==> src/rtl/sb_tx_arbiter.sv <==
// Sideband TX arbiter: shares one serializer between the pattern generator and the message encoder.
// Optional macro SB_ARB_RR_EN selects round-robin grants; otherwise messages have fixed priority.
module sb_tx_arbiter #(
    parameter int GAP_CYCLES   = 4,
    parameter int DONE_TIMEOUT = 255
) (
    input  logic        i_clk,
    input  logic        i_rst_n,
    input  logic        i_arb_en,
    input  logic        i_pat_valid,
    input  logic [63:0] i_pat_data,
    output logic        o_pat_ser_done,
    output logic [7:0]  o_pat_drop_cnt,
    input  logic        i_msg_valid,
    output logic        o_msg_ready,
    input  logic [63:0] i_msg_hdr,
    input  logic [63:0] i_msg_data,
    input  logic        i_msg_has_data,
    output logic        o_msg_done,
    output logic [63:0] o_ser_data,
    output logic        o_ser_valid,
    input  logic        i_ser_done,
    output logic        o_ser_timeout
);

    typedef enum logic [2:0] {IDLE, WAIT_PAT, WAIT_HDR, WAIT_DATA, GAP} state_e;

    localparam int              GW       = (GAP_CYCLES > 1) ? $clog2(GAP_CYCLES) : 1;
    localparam logic [GW-1:0]   GAP_LAST = GW'((GAP_CYCLES > 0) ? GAP_CYCLES - 1 : 0);
    localparam logic [7:0]      TMO_LAST = 8'(DONE_TIMEOUT - 1);

    state_e        state_q, state_d;
    logic          pat_full_q, pat_full_d;
    logic          pat_granted_q, pat_granted_d;
    logic [63:0]   pat_data_q, pat_data_d;
    logic [7:0]    drop_cnt_q, drop_cnt_d;
    logic          msg_full_q, msg_full_d;
    logic [63:0]   msg_hdr_q, msg_hdr_d;
    logic [63:0]   msg_data_q, msg_data_d;
    logic          msg_has_data_q, msg_has_data_d;
    logic          ser_valid_q, ser_valid_d;
    logic [63:0]   ser_data_q, ser_data_d;
    logic          pat_done_q, pat_done_d;
    logic          msg_done_q, msg_done_d;
    logic          tmo_q, tmo_d;
    logic [7:0]    tmo_cnt_q, tmo_cnt_d;
    logic [GW-1:0] gap_cnt_q, gap_cnt_d;
`ifdef SB_ARB_RR_EN
    logic          last_pat_q, last_pat_d;
`endif

    logic   grant_msg, grant_pat, pkt_end, expired;
    state_e after_pkt;

    always_comb begin
        state_d        = state_q;
        pat_full_d     = pat_full_q;
        pat_granted_d  = pat_granted_q;
        pat_data_d     = pat_data_q;
        drop_cnt_d     = drop_cnt_q;
        msg_full_d     = msg_full_q;
        msg_hdr_d      = msg_hdr_q;
        msg_data_d     = msg_data_q;
        msg_has_data_d = msg_has_data_q;
        ser_valid_d    = 1'b0;
        ser_data_d     = ser_data_q;
        pat_done_d     = 1'b0;
        msg_done_d     = 1'b0;
        tmo_d          = 1'b0;
        tmo_cnt_d      = tmo_cnt_q;
        gap_cnt_d      = gap_cnt_q;
`ifdef SB_ARB_RR_EN
        last_pat_d     = last_pat_q;
`endif
        grant_msg      = 1'b0;
        grant_pat      = 1'b0;
        pkt_end        = 1'b0;
        after_pkt      = (GAP_CYCLES == 0) ? IDLE : GAP;
        // A done pulse in the expiry cycle still completes the beat.
        expired        = (tmo_cnt_q == TMO_LAST) && !i_ser_done;

        case (state_q)
            IDLE: begin
                if (i_arb_en) begin
`ifdef SB_ARB_RR_EN
                    if (msg_full_q && (!pat_full_q || last_pat_q)) grant_msg = 1'b1;
                    else if (pat_full_q)                          grant_pat = 1'b1;
`else
                    if (msg_full_q)      grant_msg = 1'b1;
                    else if (pat_full_q) grant_pat = 1'b1;
`endif
                end
            end
            WAIT_PAT: begin
                if (i_ser_done) begin
                    pat_done_d = 1'b1;
                    pkt_end    = 1'b1;
                end else if (expired) begin
                    tmo_d   = 1'b1;
                    pkt_end = 1'b1;
                end else begin
                    tmo_cnt_d = tmo_cnt_q + 8'd1;
                end
            end
            WAIT_HDR: begin
                if (i_ser_done) begin
                    if (msg_has_data_q) begin
                        ser_valid_d = 1'b1;
                        ser_data_d  = msg_data_q;
                        tmo_cnt_d   = 8'd0;
                        state_d     = WAIT_DATA;
                    end else begin
                        msg_done_d = 1'b1;
                        pkt_end    = 1'b1;
                    end
                end else if (expired) begin
                    tmo_d   = 1'b1;
                    pkt_end = 1'b1;
                end else begin
                    tmo_cnt_d = tmo_cnt_q + 8'd1;
                end
            end
            WAIT_DATA: begin
                if (i_ser_done) begin
                    msg_done_d = 1'b1;
                    pkt_end    = 1'b1;
                end else if (expired) begin
                    tmo_d   = 1'b1;
                    pkt_end = 1'b1;
                end else begin
                    tmo_cnt_d = tmo_cnt_q + 8'd1;
                end
            end
            GAP: begin
                if (gap_cnt_q == GAP_LAST) state_d = IDLE;
                else                       gap_cnt_d = gap_cnt_q + GW'(1);
            end
            default: state_d = IDLE;
        endcase

        if (grant_msg) begin
            ser_valid_d = 1'b1;
            ser_data_d  = msg_hdr_q;
            tmo_cnt_d   = 8'd0;
            state_d     = WAIT_HDR;
        end
        if (grant_pat) begin
            ser_valid_d = 1'b1;
            ser_data_d  = pat_data_q;
            tmo_cnt_d   = 8'd0;
            state_d     = WAIT_PAT;
        end
        if (pkt_end) begin
            state_d   = after_pkt;
            gap_cnt_d = '0;
`ifdef SB_ARB_RR_EN
            last_pat_d = (state_q == WAIT_PAT);
`endif
        end

        if (i_msg_valid && !msg_full_q) begin
            msg_full_d     = 1'b1;
            msg_hdr_d      = i_msg_hdr;
            msg_data_d     = i_msg_data;
            msg_has_data_d = i_msg_has_data;
        end
        if (pkt_end && (state_q == WAIT_HDR || state_q == WAIT_DATA)) msg_full_d = 1'b0;

        // pat_granted marks the buffered word as the one on the wire, so a reload
        // during flight survives the completion of the old word.
        if (i_pat_valid) begin
            pat_data_d    = i_pat_data;
            pat_full_d    = 1'b1;
            pat_granted_d = 1'b0;
            if (pat_full_q && !pat_granted_q && !grant_pat && drop_cnt_q != 8'hFF)
                drop_cnt_d = drop_cnt_q + 8'd1;
        end else if (grant_pat) begin
            pat_granted_d = 1'b1;
        end
        if (pkt_end && state_q == WAIT_PAT && pat_granted_q && !i_pat_valid) begin
            pat_full_d    = 1'b0;
            pat_granted_d = 1'b0;
        end
        if (!i_arb_en && state_q != WAIT_PAT) begin
            pat_full_d    = 1'b0;
            pat_granted_d = 1'b0;
        end
    end

    always_ff @(posedge i_clk) begin
        if (!i_rst_n) begin
            state_q        <= IDLE;
            pat_full_q     <= 1'b0;
            pat_granted_q  <= 1'b0;
            pat_data_q     <= '0;
            drop_cnt_q     <= '0;
            msg_full_q     <= 1'b0;
            msg_hdr_q      <= '0;
            msg_data_q     <= '0;
            msg_has_data_q <= 1'b0;
            ser_valid_q    <= 1'b0;
            ser_data_q     <= '0;
            pat_done_q     <= 1'b0;
            msg_done_q     <= 1'b0;
            tmo_q          <= 1'b0;
            tmo_cnt_q      <= '0;
            gap_cnt_q      <= '0;
`ifdef SB_ARB_RR_EN
            last_pat_q     <= 1'b1;
`endif
        end else begin
            state_q        <= state_d;
            pat_full_q     <= pat_full_d;
            pat_granted_q  <= pat_granted_d;
            pat_data_q     <= pat_data_d;
            drop_cnt_q     <= drop_cnt_d;
            msg_full_q     <= msg_full_d;
            msg_hdr_q      <= msg_hdr_d;
            msg_data_q     <= msg_data_d;
            msg_has_data_q <= msg_has_data_d;
            ser_valid_q    <= ser_valid_d;
            ser_data_q     <= ser_data_d;
            pat_done_q     <= pat_done_d;
            msg_done_q     <= msg_done_d;
            tmo_q          <= tmo_d;
            tmo_cnt_q      <= tmo_cnt_d;
            gap_cnt_q      <= gap_cnt_d;
`ifdef SB_ARB_RR_EN
            last_pat_q     <= last_pat_d;
`endif
        end
    end

    // Ready is held low while reset is asserted so every output reads 0 in reset.
    assign o_msg_ready    = i_rst_n && !msg_full_q;
    assign o_ser_valid    = ser_valid_q;
    assign o_ser_data     = ser_data_q;
    assign o_pat_ser_done = pat_done_q;
    assign o_msg_done     = msg_done_q;
    assign o_ser_timeout  = tmo_q;
    assign o_pat_drop_cnt = drop_cnt_q;

endmodule

==> config.mk <==
export PLATFORM = sky130hd
export DESIGN_NAME = sb_tx_arbiter
export DESIGN_NICKNAME = d
export VERILOG_FILES = /design/src/rtl/sb_tx_arbiter.sv
export SDC_FILE = /design/constraint.sdc
export NUM_CORES = 1
export LEC_CHECK = 0
export CORE_ASPECT_RATIO = 1.75
export CORE_UTILIZATION = 50
export DETAILED_ROUTE_END_ITERATION = 10
export PLACE_DENSITY_LB_ADDON = 0.2
export REMOVE_ABC_BUFFERS = 1
export SYNTH_ARGS = -nofsm -noshare
export SYNTH_HDL_FRONTEND = slang
export SYNTH_SLANG_ARGS = --single-unit
==> constraint.sdc <==
create_clock -name i_clk -period 2.7 [get_ports i_clk]
set_clock_uncertainty 0.05 [all_clocks]
set_input_delay 0.81 -clock i_clk [delete_from_list [all_inputs] [get_ports i_clk]]
set_output_delay 0.81 -clock i_clk [all_outputs]
set_load 0.02 [all_outputs]
# ---- Word-level counts from Yosys, hierarchy flattened
# Index checks and enable logic that the tools add are counted.
dict set report word_totals {
  reg_bits 285
}
dict set report classes {
  n_addsub 3
  eq_ne 22
  mux 37
  bitwise_logic 3
  n_reduce_logical 41
}
# cell count
set op_table {}
lappend op_table {{two-way mux 64 bit} 5}
lappend op_table {{two-way mux 8 bit} 4}
lappend op_table {{two-way mux 1 bit} 18}
lappend op_table {{two-way mux 3 bit} 6}
lappend op_table {{OR reduction 3 bit} 6}
lappend op_table {{adder 8 x 1 -> 8 bit (second input constant)} 2}
lappend op_table {{case mux 8 bit (2 select lines)} 1}
lappend op_table {{inequality test 5 bit (second input constant)} 3}
lappend op_table {{inequality test 3 bit (second input constant)} 4}
lappend op_table {{inequality test 4 bit (second input constant)} 3}
lappend op_table {{AND reduction 4 bit} 3}
lappend op_table {{logical AND 1 bit} 11}
lappend op_table {{case mux 3 bit (3 select lines)} 1}
lappend op_table {{nonzero test 3 bit} 3}
lappend op_table {{equality test 8 bit (second input constant)} 1}
lappend op_table {{inequality test 8 bit (second input constant)} 1}
lappend op_table {{equality test 3 x 2 -> 1 bit (second input constant)} 2}
lappend op_table {{logical NOT 1 bit} 6}
lappend op_table {{inequality test 3 x 1 -> 1 bit (second input constant)} 2}
lappend op_table {{AND reduction 2 bit} 3}
lappend op_table {{AND reduction 3 bit} 2}
lappend op_table {{OR reduction 2 bit} 3}
lappend op_table {{inequality test 4 x 1 -> 1 bit (second input constant)} 1}
lappend op_table {{case mux 1 bit (2 select lines)} 2}
lappend op_table {{11 further kinds} 13}

# ---- Logic depth before layout (Yosys ltp)
dict set report depth {
  ltp_word 9
  ltp_mapped 7
  depth_no_buf 6
}

# ---- Least setup slack after synthesis
# Ideal clock, no wire load.
dict set report synth_timing {
  path_kind {input port to output port}
  startpoint {input i_rst_n}
  endpoint {output o_msg_ready}
  t_arrival_ns 1.593
  slack_ns 0.247
  cell_stages 4
  n_path_buf 2
  path_cell_list {inv_1 > clkbuf_1 > clkbuf_1 > nor2_1}
}
dict set report synth_via {
  elab_chain_cells 1
}
# element line
set synth_lines {}
lappend synth_lines {{from (decl)} 8} ;# input logic i_rst_n,
lappend synth_lines {{logical AND 1 bit} 235} ;# assign o_msg_ready = i_rst_n && !msg_full_q;
lappend synth_lines {{to (decl)} 15} ;# output logic o_msg_ready,
# Every way passes these cells.

# ---- Final worst setup path
# Same ends and word-level chain as after synthesis.

==> summary.txt <==
STA
  – Slew margin rel.: 0.4176
  – RSZ-0062 raised after global routing: false
  – Pins Over Slew Limit: 0
  – Period utilisation layout: 0.9358
  – Endpoints failing hold: 0
  – Fin crit period: about 2500 ps
  – Endpoints failing setup: 0
  – Final hold slack: ~400 ps
  – Worst Tran Pin Value: slightly below 900 ps
  – Max Clk Rate: between 0.3 and 0.4 GHz
  – Sum of negative setup slack: 0 ps

Route
  – DRC errors left: 0
  – Wirelength per Cell: between 15 and 20 µm
  – Total number of vias: 10610
  – Final WL: around 35 mm
  – First-pass iteration count of the detailed router: 5
  – Routed Antenna Nets: 0
  – Drt first-iter violations: 718
  – Drt via density: between 5 and 6

Synthesis
  – Area leader, netlist: dfxtp_1
  – Top cell type's share of synthesized area: 0.4953
  – Post-synth ARST share: 0
  – Area of the mapped netlist: 0.01152 mm²
  – Post-Syn Instances: between 1000 and 1500
  – Synthesis Warnings: 0
  – Sequential share of the synthesized area: 0.4953
  – Mean Syn Cell Area: just under 9 µm²
  – Cell variety after synth: between 40 and 50
  – Largest cells by area after synthesis: dfxtp_1, nand2_1, a21oi_1, mux2i_1, a32o_1
  – Post-synth EDFFs: 0
  – Top FF cell, synth: dfxtp_1
  – FF+latch count, synth: ~290

Critical path
  – Critical path fanouts, max: 2
  – Worst Path Required: roughly 1800 ps
  – Worst reg2reg endpoint: o_ser_data[62]$_SDFFE_PN0P_
  – R2R depth: 7
  – Crit path arrival time: about 1700 ps
  – Reg2reg start: msg_full_q$_SDFFE_PP0P_
  – CP endpoint kind: output pin
  – Setup CP Type: in2out
  – R2R setup slack: 520 ps
  – Crit path launch type: input port

GRT
  – Met2 global-route usage: 0.5169
  – Grt met1 use: 0.3321
  – Largest net degree at the start of global routing: approximately 100
  – Met3 global-route usage: 0.03881
  – First-pass GRT wire length: approximately 54 mm
  – GR peak layer: met2
  – Total track usage: 0.2913
  – Vias in the first global route: 10790
  – Total gr overflow: 0
  – Initial antenna violation count: 4

Die
  – Die Y: about 200 µm
  – Die Wd: 116.7 µm
  – FP Rows: 73
  – DIE AREA: around 0.024 mm²
  – Starting Density: 0.5085
  – I/O pin cnt: ~280
  – Core ar.: approximately 0.023 mm²

Cells and area
  – NumNets Final: between 1500 and 2000
  – Non-Filler Instances: 1850
  – P&R area growth vs syn: 36.43%
  – Fraction of layout cells with a size suffix above 1: 0.06468

Clock tree
  – # hold bufs at CTS: 0
  – Clock sink total: ~290
  – CTS Buffer Depth: 3
  – CTS tree: done
  – TritonCTS buffer count: 27
  – Clk Latency, worst-skew pair: roughly 520 ps
  – Root buf cell: clkbuf_16
  – Clock Pin Slew Worst Setup and Hold Paths: approximately 60 ps
  – H-tree Lvls: 1

Run status
  – Status: finished, final reports clean

Hold path
  – Endpoint, Worst Hold: msg_hdr_q[35]$_SDFFE_PN0P_
  – Hold depth: 2
  – Hold WC Path Type: reg2reg
  – Hold Path Origin: msg_hdr_q[35]$_SDFFE_PN0P_

Placed design
  – Port Buffers: around 280
  – Placed cell count: ~1800
  – Final GP Congestion: 0.8274
  – HPWL Detailed: 22.25 mm

Power
  – Leak Pwr: roughly 6.5 nW
  – Power Density: around 650 mW/mm²
  – Worst VDD drop: between 0.5 and 0.6 mV

Run
  – MaxCap Viol Count: 0
-- synth_stat cells, types with 2 or more instances --
cell type and count:
buf_1 7, ha_1 4, nor4_1 5, nand2_1 267, o2111ai_1 2, a31oi_1 2
clkbuf_1 96, o31ai_1 6, o311ai_0 2, or4_1 4, a2111o_1 2, or3_1 70
mux2i_1 66, a32o_1 64, nand4_1 4, and4_1 2, a21oi_1 142, nand3_1 6
nor3_1 6, nor2_1 69, nand2b_1 7, nor2b_1 2, a211o_1 64, buf_2 12
buf_6 2, o21ai_0 8, dfxtp_1 285, inv_1 8, o21a_1 3, o31a_1 2
o41ai_1 3, buf_4 4, and3_1 65
-- sequential cells by signal, indices dropped and copies added, names as in the netlist, 2 cells and up --
register	cells
state_q	3
o_ser_data	64
msg_hdr_q	64
o_pat_drop_cnt	8
pat_data_q	64
msg_data_q	64
gap_cnt_q	2
tmo_cnt_q	8
-- cells by family (layout without fill, tap and decap cells) --
kind of cell	Yosys count	in the layout	synth area share
simple gates	514	514	0.2082
compound gates	304	304	0.1880
flops	285	285	0.4953
buf+inv	129	372	0.04595
mux	66	66	0.05735
fa+ha+maj	4	4	0.004345
xor+xnor	1	1	0.0007605
other cells	0	4	0
-- layout make-up --
type / count / area (µm²)
Inverter: 8 / 35.03
Fill cell: 1880 / 6937
Multi-Input combinational cell: 889 / 5330
Tap cell: 300 / 375.4
Timing Repair Buffer: 315 / 3258
Clock inverter: 15 / 267.8
Antenna cell: 4 / 10.01
Sequential cell: 285 / 5707
Clock buffer: 34 / 732.0
-- layer usage --
metal,wire length [µm],share of wire
met1,13310,0.39
met2,17760,0.51
met3,1837,0.053
met4,1629,0.047
met5,0,0
-- cells in the final DEF, fill, tap and decap left out, types with 5 or more instances in the layout --
cell type	Yosys	final
clkbuf_16	0	27
a211o_1	64	64
nor3_1	6	6
nand2b_1	7	5
nor4_1	5	5
o31ai_1	6	6
a21oi_1	142	142
nand2_1	267	267
inv_1	8	7
buf_12	0	17
o21ai_0	8	8
bufinv_16	0	7
nand3_1	6	6
or3_1	70	70
nor2_1	69	68
and3_1	65	65
clkdlybuf4s50_1	0	273
a32o_1	64	64
buf_4	4	24
clkinv_2	0	5
mux2i_1	66	66
dfxtp_1	285	284
-- how the worst max path moves through the flow --
stage                  from                           to  slack, ps
detailed placement  i_rst_n  pat_data_q[22]$_SDFFE_PN0P_       -300
finish              i_rst_n                  o_msg_ready        170
floorplan           i_rst_n  o_ser_data[62]$_SDFFE_PN0P_      -4360
global route        i_rst_n  msg_data_q[38]$_SDFFE_PN0P_        100
global placement    i_rst_n  pat_data_q[43]$_SDFFE_PN0P_       -310
CTS                 i_rst_n                  o_msg_ready         20
-- power breakdown --
group / switching [mW] / leakage [nW] / total (mW) / internal (mW)
Combinational: 0.725 / 3.69 / 1.40 / 0.678
Clock: 1.62 / 0.489 / 4.21 / 2.60
Sequential: 0.116 / 2.33 / 4.53 / 4.41
Total: 2.46 / 6.51 / 10.1 / 7.69
-- metrics by stage --
step / power [mW] / utilization / cell area [µm²] / setup slack, ps
CTS: 10.20 / 0.6935 / 15710 / 18.83
global placement: 5.994 / 0.6494 / 14710 / -310.6
floorplan: 5.242 / - / 11020 / -4359
finish: 10.15 / 0.6938 / 15720 / 173.5
global route: 10.50 / 0.6938 / 15720 / 103.1
detailed placement: 6.019 / 0.6494 / 14710 / -298.1
-- worst max-delay path, stage by stage --
cell and delay (ps):
clkdlybuf4s50_1 560, inv_6 40, nor2_1 90, clkbuf_2 170
-- what timing repair did --
item	CTS	global route
buffers inserted	0	0
gates resized for setup	1	2
setup endpoints to repair	1	1
No activity file was read; power rests on OpenSTA's default activity.
